==> src/rtl/wait_timer_pkg.sv <==
// Shared definitions for the waiting-time meter: state encodings, BCD digit width, time constants.
// Latency: n/a (types, constants and a constant helper function only).
// Backpressure: n/a.
package wait_timer_pkg;

    typedef enum logic [1:0] {
        ST_IDLE  = 2'd0,
        ST_GRACE = 2'd1,
        ST_BILL  = 2'd2,
        ST_FULL  = 2'd3
    } wait_state_t;

    localparam int BCD_DIGIT_W = 4;
    localparam int SEC_PER_MIN = 60;

    typedef logic [BCD_DIGIT_W-1:0] bcd_digit_t;

    // Bits needed to hold 0..n-1; never narrower than one bit.
    function automatic int cnt_width(input int n);
        return (n <= 2) ? 1 : $clog2(n);
    endfunction

endpackage

==> src/rtl/wait_timer_bcd_mmss_cnt.sv <==
// BCD MM:SS up-counter, +1 s per cycle with inc high, saturating at 99:59, synchronous clear.
// Latency: outputs change on the clock edge that samples inc.
// Backpressure: none; inc is a single-cycle enable and is never refused.
module bcd_mmss_cnt
    import wait_timer_pkg::*;
(
    input  logic                       clk,
    input  logic                       rst,
    input  logic                       clr,
    input  logic                       inc,
    output logic [2*BCD_DIGIT_W-1:0]   min_bcd,
    output logic [2*BCD_DIGIT_W-1:0]   sec_bcd
);

    bcd_digit_t sec_lo_q, sec_lo_d;
    bcd_digit_t sec_hi_q, sec_hi_d;
    bcd_digit_t min_lo_q, min_lo_d;
    bcd_digit_t min_hi_q, min_hi_d;
    logic       at_max;

    assign at_max = (min_hi_q == 4'd9) && (min_lo_q == 4'd9) &&
                    (sec_hi_q == 4'd5) && (sec_lo_q == 4'd9);

    // Digit ripple: each digit rolls only when all lower digits are at their top value.
    always_comb begin
        sec_lo_d = sec_lo_q;
        sec_hi_d = sec_hi_q;
        min_lo_d = min_lo_q;
        min_hi_d = min_hi_q;
        if (inc && !at_max) begin
            if (sec_lo_q != 4'd9) begin
                sec_lo_d = sec_lo_q + 4'd1;
            end else begin
                sec_lo_d = 4'd0;
                if (sec_hi_q != 4'd5) begin
                    sec_hi_d = sec_hi_q + 4'd1;
                end else begin
                    sec_hi_d = 4'd0;
                    if (min_lo_q != 4'd9) begin
                        min_lo_d = min_lo_q + 4'd1;
                    end else begin
                        min_lo_d = 4'd0;
                        min_hi_d = min_hi_q + 4'd1;
                    end
                end
            end
        end
    end

    // Digit registers with async reset and synchronous clear.
    always_ff @(posedge clk or posedge rst) begin
        if (rst) begin
            sec_lo_q <= '0;
            sec_hi_q <= '0;
            min_lo_q <= '0;
            min_hi_q <= '0;
        end else if (clr) begin
            sec_lo_q <= '0;
            sec_hi_q <= '0;
            min_lo_q <= '0;
            min_hi_q <= '0;
        end else begin
            sec_lo_q <= sec_lo_d;
            sec_hi_q <= sec_hi_d;
            min_lo_q <= min_lo_d;
            min_hi_q <= min_hi_d;
        end
    end

    assign min_bcd = {min_hi_q, min_lo_q};
    assign sec_bcd = {sec_hi_q, sec_lo_q};

endmodule

==> src/rtl/wait_timer.sv <==
// Taxi waiting-time meter: emits one PULSE_W-wide billing pulse per UNIT_MIN waited minutes, MM:SS display.
// Latency: pulse rises on the edge after the terminal second tick; BCD time updates on the tick edge.
// Backpressure: none; optional free grace period enabled by defining WAIT_GRACE_EN.
module wait_timer
    import wait_timer_pkg::*;
#(
    parameter int CLK_HZ    = 50_000_000,
    parameter int UNIT_MIN  = 10,
    parameter int GRACE_MIN = 3,
    parameter int PULSE_W   = 2
)(
    input  logic       clk,
    input  logic       rst,
    input  logic       clr,
    input  logic       wait_en,
    input  logic       max,
    output logic       wait_fare_pulse,
    output logic [7:0] wait_min_bcd,
    output logic [7:0] wait_sec_bcd,
    output logic       billing
);

    localparam int UNIT_SEC = UNIT_MIN * SEC_PER_MIN;
    localparam int PRE_W    = cnt_width(CLK_HZ);
    localparam int UNIT_W   = cnt_width(UNIT_SEC);
    localparam int PCNT_W   = cnt_width(PULSE_W);

    localparam logic [PRE_W-1:0]  PRE_LAST  = PRE_W'(CLK_HZ - 1);
    localparam logic [UNIT_W-1:0] UNIT_LAST = UNIT_W'(UNIT_SEC - 1);
    localparam logic [PCNT_W-1:0] PCNT_LOAD = PCNT_W'(PULSE_W - 1);

    wait_state_t        state_q, state_d;
    wait_state_t        resume_st;
    wait_state_t        act_st;
    logic [PRE_W-1:0]   presc_q, presc_d;
    logic [UNIT_W-1:0]  unit_q, unit_d;
    logic [PCNT_W-1:0]  pcnt_q, pcnt_d;
    logic               pulse_q, pulse_d;
    logic               run;
    logic               sec_tick;
    logic               unit_wrap;
    logic               grace_end;

    // Time only advances while waiting, not frozen, and not in the cycle max arrives,
    // so a max coinciding with a terminal tick suppresses that tick and its pulse.
    assign run      = wait_en && (state_q != ST_FULL) && !max;
    assign sec_tick = run && (presc_q == PRE_LAST);

    // The cycle wait_en returns the FSM is still IDLE; ticks in that cycle are credited
    // to the state being resumed so no second is lost across a stop.
    assign act_st = (state_q == ST_IDLE && wait_en) ? resume_st : state_q;

`ifdef WAIT_GRACE_EN
    localparam int GRACE_SEC = GRACE_MIN * SEC_PER_MIN;
    localparam int GR_W      = cnt_width(GRACE_SEC);
    localparam logic [GR_W-1:0] GR_LAST = GR_W'(GRACE_SEC - 1);

    logic [GR_W-1:0] grace_q, grace_d;
    logic            grace_done_q, grace_done_d;

    assign grace_end = sec_tick && (act_st == ST_GRACE) && (grace_q == GR_LAST);
    assign resume_st = grace_done_q ? ST_BILL : ST_GRACE;

    // Grace seconds accumulate across stops; once used up they stay used for the trip.
    always_comb begin
        grace_d      = grace_q;
        grace_done_d = grace_done_q;
        if (sec_tick && act_st == ST_GRACE) begin
            grace_d = grace_end ? '0 : grace_q + 1'b1;
        end
        if (grace_end) begin
            grace_done_d = 1'b1;
        end
    end

    // Grace counter registers.
    always_ff @(posedge clk or posedge rst) begin
        if (rst) begin
            grace_q      <= '0;
            grace_done_q <= 1'b0;
        end else if (clr) begin
            grace_q      <= '0;
            grace_done_q <= 1'b0;
        end else begin
            grace_q      <= grace_d;
            grace_done_q <= grace_done_d;
        end
    end
`else
    assign grace_end = 1'b0;
    assign resume_st = ST_BILL;

    // GRACE_MIN has no effect without the grace feature; this empty block only references it.
    if (GRACE_MIN < 0) begin : g_grace_min_ignored
    end
`endif

    // Next state: FULL is absorbing (only rst/clr leave it), max beats everything else.
    always_comb begin
        state_d = state_q;
        if (state_q != ST_FULL) begin
            if (max) begin
                state_d = ST_FULL;
            end else if (!wait_en) begin
                state_d = ST_IDLE;
            end else if (grace_end) begin
                state_d = ST_BILL;
            end else begin
                state_d = act_st;
            end
        end
    end

    assign unit_wrap = sec_tick && (act_st == ST_BILL) && (unit_q == UNIT_LAST);

    // Prescaler holds its partial second while stopped; pulse, once started, runs to completion.
    always_comb begin
        presc_d = presc_q;
        unit_d  = unit_q;
        pcnt_d  = pcnt_q;
        pulse_d = 1'b0;
        if (run) begin
            presc_d = (presc_q == PRE_LAST) ? '0 : presc_q + 1'b1;
        end
        if (sec_tick && act_st == ST_BILL) begin
            unit_d = unit_wrap ? '0 : unit_q + 1'b1;
        end
        if (unit_wrap) begin
            pcnt_d  = PCNT_LOAD;
            pulse_d = 1'b1;
        end else if (pcnt_q != '0) begin
            pcnt_d  = pcnt_q - 1'b1;
            pulse_d = 1'b1;
        end
    end

    // State, counters and the output pulse flop; clr outranks every other synchronous input.
    always_ff @(posedge clk or posedge rst) begin
        if (rst) begin
            state_q <= ST_IDLE;
            presc_q <= '0;
            unit_q  <= '0;
            pcnt_q  <= '0;
            pulse_q <= 1'b0;
        end else if (clr) begin
            state_q <= ST_IDLE;
            presc_q <= '0;
            unit_q  <= '0;
            pcnt_q  <= '0;
            pulse_q <= 1'b0;
        end else begin
            state_q <= state_d;
            presc_q <= presc_d;
            unit_q  <= unit_d;
            pcnt_q  <= pcnt_d;
            pulse_q <= pulse_d;
        end
    end

    bcd_mmss_cnt u_disp (
        .clk     (clk),
        .rst     (rst),
        .clr     (clr),
        .inc     (sec_tick),
        .min_bcd (wait_min_bcd),
        .sec_bcd (wait_sec_bcd)
    );

    assign wait_fare_pulse = pulse_q;
    assign billing         = (state_q == ST_BILL);

endmodule

==> config.mk <==
export PLATFORM = sky130hd
export DESIGN_NAME = wait_timer
export DESIGN_NICKNAME = d
export VERILOG_FILES = /design/src/rtl/wait_timer_pkg.sv /design/src/rtl/wait_timer_bcd_mmss_cnt.sv /design/src/rtl/wait_timer.sv
export SDC_FILE = /design/constraint.sdc
export NUM_CORES = 1
export LEC_CHECK = 0
export ABC_AREA = 1
export BUFFER_PORTS_ARGS = -buffer_cell sky130_fd_sc_hd__buf_2
export CAP_MARGIN = 20
export CORE_UTILIZATION = 40
export DETAILED_ROUTE_END_ITERATION = 7
export RECOVER_POWER = 100
export SYNTH_ARGS = -nofsm -noshare
export SYNTH_HDL_FRONTEND = slang
export SYNTH_SLANG_ARGS = --single-unit
==> constraint.sdc <==
create_clock -name clk -period 2.82 [get_ports clk]
set_clock_uncertainty 0.2 [all_clocks]
set_input_delay 0.282 -clock clk [delete_from_list [all_inputs] [get_ports clk]]
set_output_delay 0.282 -clock clk [all_outputs]
set_load 0.005 [all_outputs]
==> flow_summary.yaml <==
global_route:
  top_usage_layer: "met2"
  gr_met3_demand_resource_pct: 2.60
  global_route.overflow_total: 0
  grt_max_degree: 45
  met1_usage_pct: 25.0
  gr-usage-met2_pct: 31.8
  wire_length_of_the_first_global_routing_pass_um: 14700
  antenna_found_initial: 0
  first_global_vias: 3114
  groute.usage.overall_pct: 18.8
synth:
  synth_async_sr_flop_share_pct: 100
  synth_sequential_area_ratio_pct: 38.9
  synth_enable_flop_cells: 0
  yosysUniqueCellTypes: 38
  netlist_top_cells_area: "sky130_fd_sc_hd__dfrtp_1 (39%), sky130_fd_sc_hd__nand2_1 (12%), sky130_fd_sc_hd__nor2_1 (6.7%)"
  synthCells: 493
  synth_net_count: 508
  synth.yosys.warnings: 0
  synth_top_cells_by_count: "sky130_fd_sc_hd__nand2_1 (116), sky130_fd_sc_hd__nor2_1 (64), sky130_fd_sc_hd__dfrtp_1 (56)"
  synth.ff_latch_count: 56
  yosys_most_used_dff: "sky130_fd_sc_hd__dfrtp_1"
  syn_area_um2: 3610
  synthDominantCellAreaShare_pct: 38.9
  post-synth-top-count-cell: "sky130_fd_sc_hd__nand2_1"
  synthesis.area_per_instance_um2: 7.31
  synth.largest_area_cell: "sky130_fd_sc_hd__dfrtp_1"
timing:
  setup_tns_ns: 0
  setup_violations: 0
  maxClockFrequency_mhz: 431
  worst_slew_margin_rel_pct: -11.9
  hold_viol: 0
  period_share_pct: 82.3
  report.final.slew_viol_count: 45
  worst_slew_pin_slew_ns: 1.68
  finalCriticalPeriod_ns: 2.32
  worst_hold_slack_ns: 0.0472
  grt_setup_unrepaired: "false"
route:
  route.detailed.drc: 0
  firstDrtPassIters: 4
  route.detailed.vias_per_inst: 5.17
  drt-wirelength-per-cell_um: 13.1
  num_vias: 3223
  first_iter_violations: 159
  drt-total-wl_um: 8190
  detail-route-antenna-nets: 0
worst_setup_path:
  reg2reg_slack_ns: 0.50
  timing.reg2reg.worst_path_depth: 9
  reg2reg_from: "state_q[1]"
  worst_ep_required_time_ns: 2.85
  worst_ep_arrival_time_ns: 2.35
  reg2reg_to: "presc_q[15]"
  crit_buf_inv: 2
  worstSetupPathType: "flop to flop"
  worstPathMaxFanout: 23
  worst_path_largest_cell_delay_ns: 0.40
  critical_path.startpoint_type: "flop"
  cp-end-kind: "flop"
  timing.critical_path.max_delay_family: "simple AND/OR/NAND/NOR gates"
  critical_path.slowest_cell: "sky130_fd_sc_hd__dfrtp_1"
  path_cells: "a21oi_1 -> nand2_1 -> nand2_2 -> inv_1 -> nor2_1 -> nand3_1 -> nand2_1 -> inv_1 -> nor3_1"
power_and_ir_drop:
  comb_power_share_pct: 10.5
  peakVddDrop_v: 0.000249
  net_switching_share_of_the_total_power_pct: 26.8
  p_int_uw: 1160
  cellLeakagePower_uw: 0.00185
  power.sequential.fraction_pct: 55.0
  share_clk_of_total_power_pct: 34.4
  power.density_cell_area_nw_per_um2: 408
  power_switching_uw: 424
clocking:
  ctsLongestPathBuffers: 2
  clock-root-buffer: "sky130_fd_sc_hd__clkbuf_8"
  cts_tree: "built"
  cts.repair_timing.setup_buffer_count: 0
  clkSinkCount: 56
  numCtsBuffers: 5
  cts.repair.resized: 0
  postCtsHoldBufs: 0
  ctsHtreeMaxLevel: 2
  clkSlewWorstSetupHoldPaths_ns: 0.11
  worst_skew_pair.late_latency_ns: 0.32
status:
  run_status: "finished, violations left"
  failed_checks: "max-capacitance violations, max-slew violations"
place:
  finalWeightedCongestion: 0.835
  dpl_cell_area_um2: 3810
  buffer_ports.inserted: 22
  post_detailed_placement_half_perimeter_wirelength_um: 5960
die:
  design.core.area_um2: 8720
  dieArea_um2: 9400
  initial_core_util_pct: 41.3
  row_count: 34
  boundaryPins: 23
  die_x_um: 96.9
  die_outline_height_um: 96.9
layout:
  num_antenna_cells: 0
  stdcell_area_um2: 3880
  finalNetCount: 530
  fraction_of_final_layout_cells_with_drive_strength_greater_than_1_pct: 11.2
  area_growth_syn_to_layout_pct: 7.49
worst_hold_path:
  kind_of_path_behind_the_tightest_hold_check: "input port to flop"
  hold-path-cell-count: 3
  holdCritStartpoint: "wait_en"
  worstHoldEndpoint: "state_q[0]"
run:
  count_of_maximum_capacitance_violations: 1
==> power groups by stage <==
stage	Sequential [uW]	Combinational (uW)	Clock, uW
finish	870	167	544
global route	877	194	599
CTS	870	175	570
detailed placement	885	174	0
global placement	884	169	0
floorplan	880	116	0
==> per-stage QoR <==
stage | util, % | instances | setup slack, ns | power, uW
final | 44.4 | 624 | 0.498 | 1580
after global routing | 44.4 | 624 | 0.260 | 1670
after CTS | 45.0 | 624 | 0.682 | 1610
after detailed placement | 43.7 | 616 | 0.716 | 1060
after global placement | 43.7 | 616 | 0.790 | 1050
after floorplan | - | 493 | 0.967 | 996
==> worst min-delay path: stages <==
cell	delay [ns]
sky130_fd_sc_hd__buf_2	0.13
sky130_fd_sc_hd__nand2_1	0.06
sky130_fd_sc_hd__a21oi_1	0.06
==> cells by family (layout without fill, tap and decap cells) <==
| family | Yosys count | count (layout) | share of synthesized area, % |
|---|---|---|---|
| DFF | 56 | 56 | 38.9 |
| and+or+nand+nor | 306 | 306 | 40.6 |
| adders and majority gates | 10 | 10 | 3.47 |
| AOI/OAI and AO/OA | 30 | 30 | 4.48 |
| buffers and inverters | 74 | 97 | 8.50 |
| xor gates and xnor gates | 17 | 17 | 4.13 |
==> cell type report <==
cell class	instances	area (um^2)
Clock inverter	3	47.5
Timing Repair Buffer	25	121
Inverter	64	240
Fill cell	909	4840
Sequential cell	56	1400
Multi-Input combinational cell	363	1860
Clock buffer	5	68.8
Tap cell	108	135
==> sequential cells by signal, indices dropped and copies added (netlist names) <==
name             cells
u_disp.sec_hi_q      4
state_q              2
u_disp.sec_lo_q      4
wait_fare_pulse      1
pcnt_q               1
presc_q             26
u_disp.min_hi_q      4
u_disp.min_lo_q      4
unit_q              10
==> placed cells by master (no fill, tap or decap), types with 2 or more instances in the layout <==
cell,instances
sky130_fd_sc_hd__nand3b_1,2
sky130_fd_sc_hd__nand2_4,2
sky130_fd_sc_hd__nor3_1,25
sky130_fd_sc_hd__inv_2,13
sky130_fd_sc_hd__clkbuf_1,5
sky130_fd_sc_hd__o21ai_1,4
sky130_fd_sc_hd__xor2_1,14
sky130_fd_sc_hd__nand3_1,44
sky130_fd_sc_hd__or2_2,2
sky130_fd_sc_hd__nor2_4,4
sky130_fd_sc_hd__nand3_2,3
sky130_fd_sc_hd__inv_1,51
sky130_fd_sc_hd__nand4_1,28
sky130_fd_sc_hd__clkinv_4,2
sky130_fd_sc_hd__nand2_2,3
sky130_fd_sc_hd__nor2_1,65
sky130_fd_sc_hd__dfrtp_1,56
sky130_fd_sc_hd__buf_2,18
sky130_fd_sc_hd__ha_1,10
sky130_fd_sc_hd__nand2_1,119
sky130_fd_sc_hd__xnor2_1,3
sky130_fd_sc_hd__clkbuf_8,5
sky130_fd_sc_hd__a21oi_1,12
sky130_fd_sc_hd__o31ai_1,2
sky130_fd_sc_hd__nor4_1,2
sky130_fd_sc_hd__o21ai_0,10
==> metal layers <==
| metal | up-vias | part of all wire (%) |
|---|---|---|
| met5 | - | 0 |
| met4 | 0 | 1.1 |
| met3 | 6 | 2.3 |
| met2 | 41 | 48 |
| met1 | 1524 | 49 |
| li1 | 1652 | - |
==> worst max-delay path by stage <==
stage	startpoint	endpoint	slack, ns	depth (start not counted)
finish	state_q[1]	presc_q[15]	0.50	9
floorplan	rst	pcnt_q	0.97	1
global placement	presc_q[0]	wait_fare_pulse	0.79	10
detailed placement	state_q[0]	presc_q[15]	0.72	9
global route	presc_q[0]	u_disp.sec_hi_q[3]	0.26	9
CTS	presc_q[0]	wait_fare_pulse	0.68	10
Note: power is estimated with default switching activity, not from simulation.
